[config.mk]
export PLATFORM = sky130hd
export DESIGN_NAME = resource_response_buffer_flat
export DESIGN_NICKNAME = d
export VERILOG_FILES = /design/src/rtl/resource_response_buffer_if.sv /design/src/rtl/resource_response_buffer.sv /design/src/flat_wrapper.sv
export SDC_FILE = /design/constraint.sdc
export NUM_CORES = 1
export LEC_CHECK = 0
export BUFFER_PORTS_ARGS = -buffer_cell sky130_fd_sc_hd__buf_4
export CAP_MARGIN = 20
export CORE_MARGIN = 4
export CORE_UTILIZATION = 30
export CTS_BUF_LIST = sky130_fd_sc_hd__clkbuf_4 sky130_fd_sc_hd__clkbuf_8 sky130_fd_sc_hd__clkbuf_16
export CTS_CLUSTER_SIZE = 12
export DETAILED_ROUTE_END_ITERATION = 8
export PLACE_DENSITY = 0.59
export SETUP_SLACK_MARGIN = 0.2
export SKIP_LAST_GASP = 1
export SYNTH_ARGS = -nofsm -noshare
export SYNTH_HDL_FRONTEND = slang
export SYNTH_SLANG_ARGS = --single-unit
[constraint.sdc]
create_clock -name clk -period 3.7 [get_ports clk]
set_input_delay 0.185 -clock clk [delete_from_list [all_inputs] [get_ports clk]]
set_output_delay 0.185 -clock clk [all_outputs]
set_load 0.01 [all_outputs]
[src/rtl/resource_response_buffer_if.sv]
// Handshake bundle between the shared resource, the request stage and the consumer.
// The slave modport is the response buffer; the master modport is its environment.
interface resource_response_buffer_if #(
  parameter int DATA_W = 32,
  parameter int DEPTH  = 4
);
  localparam int CNT_W = $clog2(DEPTH) + 1;

  logic              in_flush;
  logic              req_issued;
  logic [DATA_W-1:0] resource_output;
  logic              in_valid_from_resource;
  logic              consumer_ready;
  logic [DATA_W-1:0] pipeline_output;
  logic              out_valid_to_consumer;
  logic              out_stall;
  logic [CNT_W-1:0]  occupancy;
  logic              err_sticky;

  modport master (
    output in_flush, req_issued, resource_output, in_valid_from_resource, consumer_ready,
    input  pipeline_output, out_valid_to_consumer, out_stall, occupancy, err_sticky
  );

  modport slave (
    input  in_flush, req_issued, resource_output, in_valid_from_resource, consumer_ready,
    output pipeline_output, out_valid_to_consumer, out_stall, occupancy, err_sticky
  );
endinterface

[src/rtl/resource_response_buffer.sv]
// Result FIFO behind the shared resource with credit-based stall toward the request stage.
// Optional RESP_BUF_BYPASS_EN: zero-latency bypass of the FIFO when it is empty.
module resource_response_buffer #(
  parameter int DATA_W = 32,
  parameter int DEPTH  = 4
) (
  input logic                        clk,
  input logic                        reset,
  resource_response_buffer_if.slave  bus
);
  localparam int CNT_W = $clog2(DEPTH) + 1;
  localparam int PTR_W = $clog2(DEPTH);

  logic [DATA_W-1:0] mem_r [DEPTH];
  logic [PTR_W-1:0]  wr_ptr_r, rd_ptr_r;
  logic [CNT_W-1:0]  occ_r, outst_r, drop_r;
  logic              err_r;

  logic              empty_s, full_s, drop_mode_s, resp_s;
  logic              bypass_s, byp_take_s, rd_s, wr_s, unexp_s, ovf_s;
  logic [CNT_W-1:0]  occ_n_s, outst_n_s, drop_n_s;
  logic              err_n_s;

  // Handshake decode: which of read/write/bypass/error happen this cycle.
  always_comb begin
    empty_s     = (occ_r == CNT_W'(1'b0));
    full_s      = (occ_r == CNT_W'(DEPTH));
    drop_mode_s = (drop_r != CNT_W'(1'b0));
    resp_s      = bus.in_valid_from_resource & ~drop_mode_s;
`ifdef RESP_BUF_BYPASS_EN
    // Bypass is masked in reset and flush so neither can leak a valid to the consumer.
    bypass_s    = reset & ~bus.in_flush & empty_s & resp_s;
    byp_take_s  = bypass_s & bus.consumer_ready;
`else
    bypass_s    = 1'b0;
    byp_take_s  = 1'b0;
`endif
    rd_s        = ~empty_s & bus.consumer_ready & ~bus.in_flush;
    wr_s        = resp_s & ~byp_take_s & (~full_s | rd_s) & ~bus.in_flush;
    unexp_s     = resp_s & (outst_r == CNT_W'(1'b0));
    ovf_s       = resp_s & full_s & ~rd_s;
  end

  // Next-state for occupancy, credit and drop counters; flush overrides read/write.
  always_comb begin
    occ_n_s   = occ_r;
    outst_n_s = outst_r;
    drop_n_s  = drop_r;
    err_n_s   = err_r;
    if (bus.in_flush) begin
      occ_n_s   = CNT_W'(1'b0);
      outst_n_s = CNT_W'(bus.req_issued);
      if (bus.in_valid_from_resource && (outst_r != CNT_W'(1'b0))) begin
        drop_n_s = outst_r - CNT_W'(1'b1);
      end else begin
        drop_n_s = outst_r;
      end
    end else begin
      occ_n_s   = occ_r + CNT_W'(wr_s) - CNT_W'(rd_s);
      outst_n_s = outst_r + CNT_W'(bus.req_issued)
                - CNT_W'(resp_s && (outst_r != CNT_W'(1'b0)));
      if (drop_mode_s && bus.in_valid_from_resource) begin
        drop_n_s = drop_r - CNT_W'(1'b1);
      end else begin
        drop_n_s = drop_r;
      end
      err_n_s = err_r | unexp_s | ovf_s;
    end
  end

  // Pointer, counter and error state.
  always_ff @(posedge clk or negedge reset) begin
    if (!reset) begin
      wr_ptr_r <= PTR_W'(1'b0);
      rd_ptr_r <= PTR_W'(1'b0);
      occ_r    <= CNT_W'(1'b0);
      outst_r  <= CNT_W'(1'b0);
      drop_r   <= CNT_W'(1'b0);
      err_r    <= 1'b0;
    end else begin
      occ_r    <= occ_n_s;
      outst_r  <= outst_n_s;
      drop_r   <= drop_n_s;
      err_r    <= err_n_s;
      if (bus.in_flush) begin
        rd_ptr_r <= wr_ptr_r;
      end else begin
        if (wr_s) begin
          wr_ptr_r <= wr_ptr_r + PTR_W'(1'b1);
        end
        if (rd_s) begin
          rd_ptr_r <= rd_ptr_r + PTR_W'(1'b1);
        end
      end
    end
  end

  // Storage array; unreset because empty entries are never presented.
  always_ff @(posedge clk) begin
    if (wr_s) begin
      mem_r[wr_ptr_r] <= bus.resource_output;
    end
  end

  // Consumer-side view and credit stall, all derived from registered state (plus bypass).
  always_comb begin
    bus.out_valid_to_consumer = ~empty_s | bypass_s;
    if (bypass_s) begin
      bus.pipeline_output = bus.resource_output;
    end else if (empty_s) begin
      bus.pipeline_output = {DATA_W{1'b0}};
    end else begin
      bus.pipeline_output = mem_r[rd_ptr_r];
    end
    bus.out_stall  = ({1'b0, outst_r} + {1'b0, occ_r}) >= (CNT_W + 1)'(DEPTH);
    bus.occupancy  = occ_r;
    bus.err_sticky = err_r;
  end
endmodule

[src/flat_wrapper.sv]
// flat-port wrapper written by rule: the top's interface ports become plain ports
module resource_response_buffer_flat 
#(
  parameter int DATA_W = 32,
  parameter int DEPTH  = 4
)
  (clk, reset, bus_in_flush, bus_req_issued, bus_resource_output, bus_in_valid_from_resource, bus_consumer_ready, bus_pipeline_output, bus_out_valid_to_consumer, bus_out_stall, bus_occupancy, bus_err_sticky);
  resource_response_buffer_if #(.DATA_W(DATA_W), .DEPTH(DEPTH)) bus_i ();
  input logic clk;
  input logic reset;
  input wire logic [$bits(bus_i.in_flush)-1:0] bus_in_flush;
  input wire logic [$bits(bus_i.req_issued)-1:0] bus_req_issued;
  input wire logic [$bits(bus_i.resource_output)-1:0] bus_resource_output;
  input wire logic [$bits(bus_i.in_valid_from_resource)-1:0] bus_in_valid_from_resource;
  input wire logic [$bits(bus_i.consumer_ready)-1:0] bus_consumer_ready;
  output wire logic [$bits(bus_i.pipeline_output)-1:0] bus_pipeline_output;
  output wire logic [$bits(bus_i.out_valid_to_consumer)-1:0] bus_out_valid_to_consumer;
  output wire logic [$bits(bus_i.out_stall)-1:0] bus_out_stall;
  output wire logic [$bits(bus_i.occupancy)-1:0] bus_occupancy;
  output wire logic [$bits(bus_i.err_sticky)-1:0] bus_err_sticky;
  assign bus_i.in_flush = bus_in_flush;
  assign bus_i.req_issued = bus_req_issued;
  assign bus_i.resource_output = bus_resource_output;
  assign bus_i.in_valid_from_resource = bus_in_valid_from_resource;
  assign bus_i.consumer_ready = bus_consumer_ready;
  assign bus_pipeline_output = bus_i.pipeline_output;
  assign bus_out_valid_to_consumer = bus_i.out_valid_to_consumer;
  assign bus_out_stall = bus_i.out_stall;
  assign bus_occupancy = bus_i.occupancy;
  assign bus_err_sticky = bus_i.err_sticky;
  resource_response_buffer #(.DATA_W(DATA_W), .DEPTH(DEPTH)) u_core (.clk(clk), .reset(reset), .bus(bus_i));
endmodule
; Yosys cells after proc, flatten, opt, wreduce, memory -nomap -nowiden
; Memory sizes are Yosys's and may differ from the RTL's.
; Index checks and enable logic that the tools add are counted.
[word_totals]
register_bits = 14
ram_bits = 128
inputBits = 38
out_inout_bits = 38
mem_count = 1
[memory_table]
columns = memory, words, width, read_ports, rd_ports_with_merged_regs, wr, line_no
row1 = u_core.mem_r, 4, 32, 1, 0, 1, resource_response_buffer.sv:14  ; logic [DATA_W-1:0] mem_r [DEPTH];
[classes]
add_sub_neg = 9
magnitude_cmp = 1
n_eq_ne = 1
mux = 10
bitwise_logic = 16
reduce_logical = 10
[ops]
columns = op, n
row1 = $mux W32, 1
row2 = $mux W3, 5
row3 = $and A1 B1 Y1, 8
row4 = $add A3 B1 Y3, 2
row5 = $logic_not A3 Y1, 2
row6 = $reduce_bool A3 Y1, 2
row7 = $sub A3 B1 Y3, 2
row8 = $sub A3 B1 Y3 const B, 2
row9 = $not A1 Y1, 5
row10 = $add A2 B1 Y2 const B, 2
row11 = $add A3 B3 Y4, 1
row12 = $ge A4 B3 Y1 const B, 1
row13 = $mux W2, 2
row14 = $reduce_bool A2 Y1, 2
row15 = $eq A3 B3 Y1 const B, 1
row16 = $logic_and A1 B1 Y1, 3
row17 = $or A1 B1 Y1, 3
row18 = $mux W1, 2
row19 = $reduce_and A2 Y1, 1

; Longest topological paths before layout
[logic_depth]
word_depth = 10
mapped_depth = 12

; Worst setup path after synthesis
; Ideal clock, no wire load.
[synth_path]
path_type = register to register
start = reg u_core.outst_r[1]
end = reg u_core.outst_r[2]
setup_time_ps = 131
arrival_ps = 2207
required_ps = 3569
setup_slack_ps = 1362
path_stages_with_launch = 13
synth_period_minus_slack_ps = 2338
path_cell_list = dfrtp_1 inv_1 ha_1 ha_1 and2b_1 nor2b_1 ha_1 inv_1 ha_1 inv_1 fa_1 xnor2_1 nor2_1
[synth_between]
elab_chain_cells = 4
[synth_rtl]
columns = item, line_no
row1 = "start, declared", resource_response_buffer.sv:16  ; logic [CNT_W-1:0] occ_r, outst_r, drop_r;
row2 = "start signal, assigned", resource_response_buffer.sv:77  ; outst_r <= CNT_W'(1'b0);
row3 = "start signal, assigned", resource_response_buffer.sv:82  ; outst_r <= outst_n_s;
row4 = "parallel branches: the longest is 2 deep, another holds $add A3 B1 Y3", n/a
row5 = $sub A3 B1 Y3 (*), resource_response_buffer.sv:61  ; - CNT_W'(resp_s && (outst_r != CNT_W'(1'b0)));
row6 = $mux W3 (*), resource_response_buffer.sv:50  ; if (bus.in_flush) begin
row7 = named net u_core.outst_n_s[2], resource_response_buffer.sv:21  ; logic [CNT_W-1:0] occ_n_s, outst_n_s, drop_n_s;
; Mark *: on every way through the listed nets, which the timed path passes.
; A chain may end at the register's enable or synchronous reset.

; Final worst setup path
[layout_path]
start = reg u_core.rd_ptr_r[0]
end = out bus_pipeline_output[2]
[layout_between]
elab_chain_cells = 2
[layout_rtl]
columns = item, line_no
row1 = "start, declared", resource_response_buffer.sv:15  ; logic [PTR_W-1:0] wr_ptr_r, rd_ptr_r;
row2 = "start signal, assigned", resource_response_buffer.sv:75  ; rd_ptr_r <= PTR_W'(1'b0);
row3 = "start signal, assigned", resource_response_buffer.sv:86  ; rd_ptr_r <= wr_ptr_r;
row4 = "start signal, assigned", resource_response_buffer.sv:92  ; rd_ptr_r <= rd_ptr_r + PTR_W'(1'b1);
row5 = $mem_v2 Z4 W32, n/a
row6 = $mux W32, resource_response_buffer.sv:110  ; end else if (empty_s) begin
row7 = "end, declared", flat_wrapper.sv:16  ; output wire logic [$bits(bus_i.pipeline_output)-1:0] bus_pipeline_output;
; No other way between the ends.

==> impl_metrics.env <==
export IMPL_status="completed"
export IMPL_switchingPower_mw=1.43
export IMPL_synth_avg_cell_area_sq_um=19.5
export IMPL_vias=3038
export IMPL_die_h_um=148
export IMPL_dp_hpwl_um=7110
export IMPL_cts_sinks=142
export IMPL_cts_made_buffers=17
export IMPL_drcViolationCount=0
export IMPL_finalHoldViolations=0
export IMPL_cts_setup_buffers=0
export IMPL_synth_seq_cells=142
export IMPL_crit_path_max_fanout=15
export IMPL_yosys_top_cells_count="edfxtp_1 (128), mux4_2 (28), nor2b_1 (27)"
export IMPL_grt_pass1_wl_um=18100
export IMPL_synthAdderAreaFrac_pct=3.65
export IMPL_placed_cells=632
export IMPL_nets=474
export IMPL_synth_main_ff_cell="edfxtp_1"
export IMPL_crit_path_end_kind="output port"
export IMPL_first_pass_iters=4
export IMPL_rsz0062_at_grt="no"
export IMPL_yosysSeqAreaShare_pct=71.1
export IMPL_cts_resized=0
export IMPL_yosysMostFrequentCell="edfxtp_1"
export IMPL_synthSimpleGateAreaFrac_pct=6.08
export IMPL_first_global_vias=3353
export IMPL_cts_tree="yes"
export IMPL_die_w_um=148
export IMPL_p_leak_nw=2.78
export IMPL_synth_xor_area_share_pct=1.04
export IMPL_wire_per_inst_um=16.4
export IMPL_netlist_area_leader_share_pct=65.1
export IMPL_final_area_sq_mm=0.00768
export IMPL_hp_class="input pin to flop"
export IMPL_drtAntennaViolNets=0
export IMPL_fin_worst_hold_slack_ns=0.0252
export IMPL_finalMaxSlewViolations=0
export IMPL_power_density_mw_per_mm2=689
export IMPL_synth_compound_area_share_pct=2.10
export IMPL_fin_crit_ns=2.55
export IMPL_report_final_setup_viol=0
export IMPL_layout_drive_gt1_share_pct=34.0
export IMPL_yosysWarnings=0
export IMPL_track_usage_pct=11.0
export IMPL_routed_wl_um=11500
export IMPL_htreeDepth=4
export IMPL_crit_arrival_ns=2.36
export IMPL_die_area_sq_mm=0.0220
export IMPL_start_util_pct=30.4
export IMPL_synth_area_top_cells="edfxtp_1 (65%), mux4_2 (11%), dfrtp_1 (5.9%)"
export IMPL_core_area_sq_mm=0.0194
export IMPL_gp_congestion=0.737
export IMPL_layoutNonFillerInstCount=697
export IMPL_path_class="flop to output port"
export IMPL_synthToLayoutAreaGrowth_pct=30.2
export IMPL_clk_insertion_delay_late_ns=0.41
export IMPL_clock_skew_ns=0.00858
export IMPL_p_int_mw=3.86
export IMPL_yosysUniqueCellTypes=38
export IMPL_fmax_mhz=392
export IMPL_pwr_share_clk_pct=33.6
export IMPL_drt_iter0_markers=137
export IMPL_sw_frac_of_total_pct=27.0
export IMPL_num_io_pins=76
export IMPL_syn_inst=302
export IMPL_grt_antenna_before_repair=2
export IMPL_drv_cap=0
export IMPL_portBuffers=75
export IMPL_vias_per_cell=4.36
export IMPL_pwr_share_seq_pct=38.8
export IMPL_cts_clk_slew_worst_paths_ns=0.06
export IMPL_worst_pin_slew_ns=0.926
export IMPL_rows=51
export IMPL_power_frac_comb_pct=27.5
export IMPL_start_kind="flop"
export IMPL_gr_total_overflow=0
export IMPL_syn_num_nets=356
export IMPL_yosysTopAreaCell="edfxtp_1"
export IMPL_irDropWorstVdd_mv=0.345
export IMPL_root_buffer="clkbuf_16"
export IMPL_synth_edf_count=128
export IMPL_setup_tns_ns=0
export IMPL_synth_area_sq_mm=0.00590
export IMPL_dpl_cell_area_sq_mm=0.00672
export IMPL_cts_hold_buf=34
export IMPL_cp_required_ns=3.51
export IMPL_max_slew_margin_pct=38.2
export IMPL_async_flop_share_pct=9.86
export IMPL_finalCritPeriodShare_pct=68.9
export IMPL_clock_path_buffers=2
export IMPL_synth_mux_area_fraction_pct=13.2
export IMPL_grt_max_degree=34
export IMPL_synth_top_family_by_area="multiplexers"
[power by group through the flow]
stage                     combinational (mW)  sequential [mW]  clock, mW
after global placement                  1.45             2.09          0
after detailed placement                1.47             2.10          0
after floorplan                         1.08             1.96          0
after CTS                               1.51             2.07       1.82
after global routing                    1.63             2.09       1.89
final                                   1.46             2.06       1.78
[layout by cell type (no fill, tap or decap), drive strengths merged, types with 4 or more instances in the layout]
cell,count
and2b,8
dlygate4sd3,34
buf,78
edfxtp,128
bufinv,5
xor2,4
nor2,8
inv,14
nor2b,27
mux4,32
clkbuf,17
dfrtp,14
clkinvlp,5
ha,14
and2,5
[area by class of cell]
| cell class | instances | area (sq um) |
|---|---|---|
| antenna | 2 | 5.00 |
| clock buffer | 17 | 425 |
| clock inverter | 12 | 196 |
| fill | 1807 | 11700 |
| inverter | 14 | 52.6 |
| multi-input combinational | 133 | 1550 |
| sequential | 142 | 4200 |
| tap | 265 | 332 |
| timing repair buffer | 112 | 926 |
[sequential cells by signal (all words and copies together), names as in the netlist]
| name | count |
|---|---|
| u_core.outst_r | 3 |
| u_core.bus.err_sticky | 1 |
| u_core.drop_r | 3 |
| u_core.mem_r | 128 |
| u_core.wr_ptr_r | 2 |
| u_core.bus.occupancy | 3 |
| u_core.rd_ptr_r | 2 |
[critical path: stages (launching register included)]
cell	delay [ns]
dfrtp_2	0.69
buf_4	0.34
mux4_1	0.61
and2b_1	0.18
buf_4	0.13
[logic make-up after synthesis]
family | Yosys count
multiplexers | 36
flip-flops | 142
AND/OR/NAND/NOR | 59
AO/OA/AOI/OAI | 15
XOR/XNOR | 7
buffers and inverters | 27
adder cells (fa/ha/maj) | 16
[layer usage]
metal | routed length (um) | vias to the layer above | global-route usage, %
met1 | 5140 | 1541 | 14.0
met5 | 0 | - | 0
li1 | - | 1418 | -
met3 | 504 | 12 | 3.50
met4 | 177 | 0 | 4.53
met2 | 5640 | 67 | 17.7
[metrics by stage]
stage / setup WS (ns) / utilization (%) / power [mW]
after floorplan: 1.36 / - / 3.04
after global placement: 1.27 / 34.6 / 3.54
after detailed placement: 1.17 / 34.6 / 3.57
after CTS: 1.05 / 39.6 / 5.39
after global routing: 0.944 / 39.6 / 5.60
final: 1.15 / 39.6 / 5.29
[worst paths after layout]
check / from / endpoint / slack [ns] / cells past startpoint
worst max-delay path: u_core.rd_ptr_r[0]$_DFFE_PN0P_ / bus_pipeline_output[2] / 1.15 / 4
worst min-delay path: bus_in_valid_from_resource / u_core.drop_r[0]$_DFFE_PN0P_ / 0.03 / 2
worst min register to register: u_core.bus.err_sticky$_DFFE_PN0N_ / u_core.bus.err_sticky$_DFFE_PN0N_ / 0.51 / 1
worst max register to register: u_core.outst_r[1]$_DFF_PN0_ / u_core.outst_r[2]$_DFF_PN0_ / 1.18 / 12
max in group asynchronous: reset / u_core.rd_ptr_r[0]$_DFFE_PN0P_ / 3.34 / 2
min in group asynchronous: reset / u_core.outst_r[2]$_DFF_PN0_ / 0.16 / 2
(Power assumes the default switching activity.)
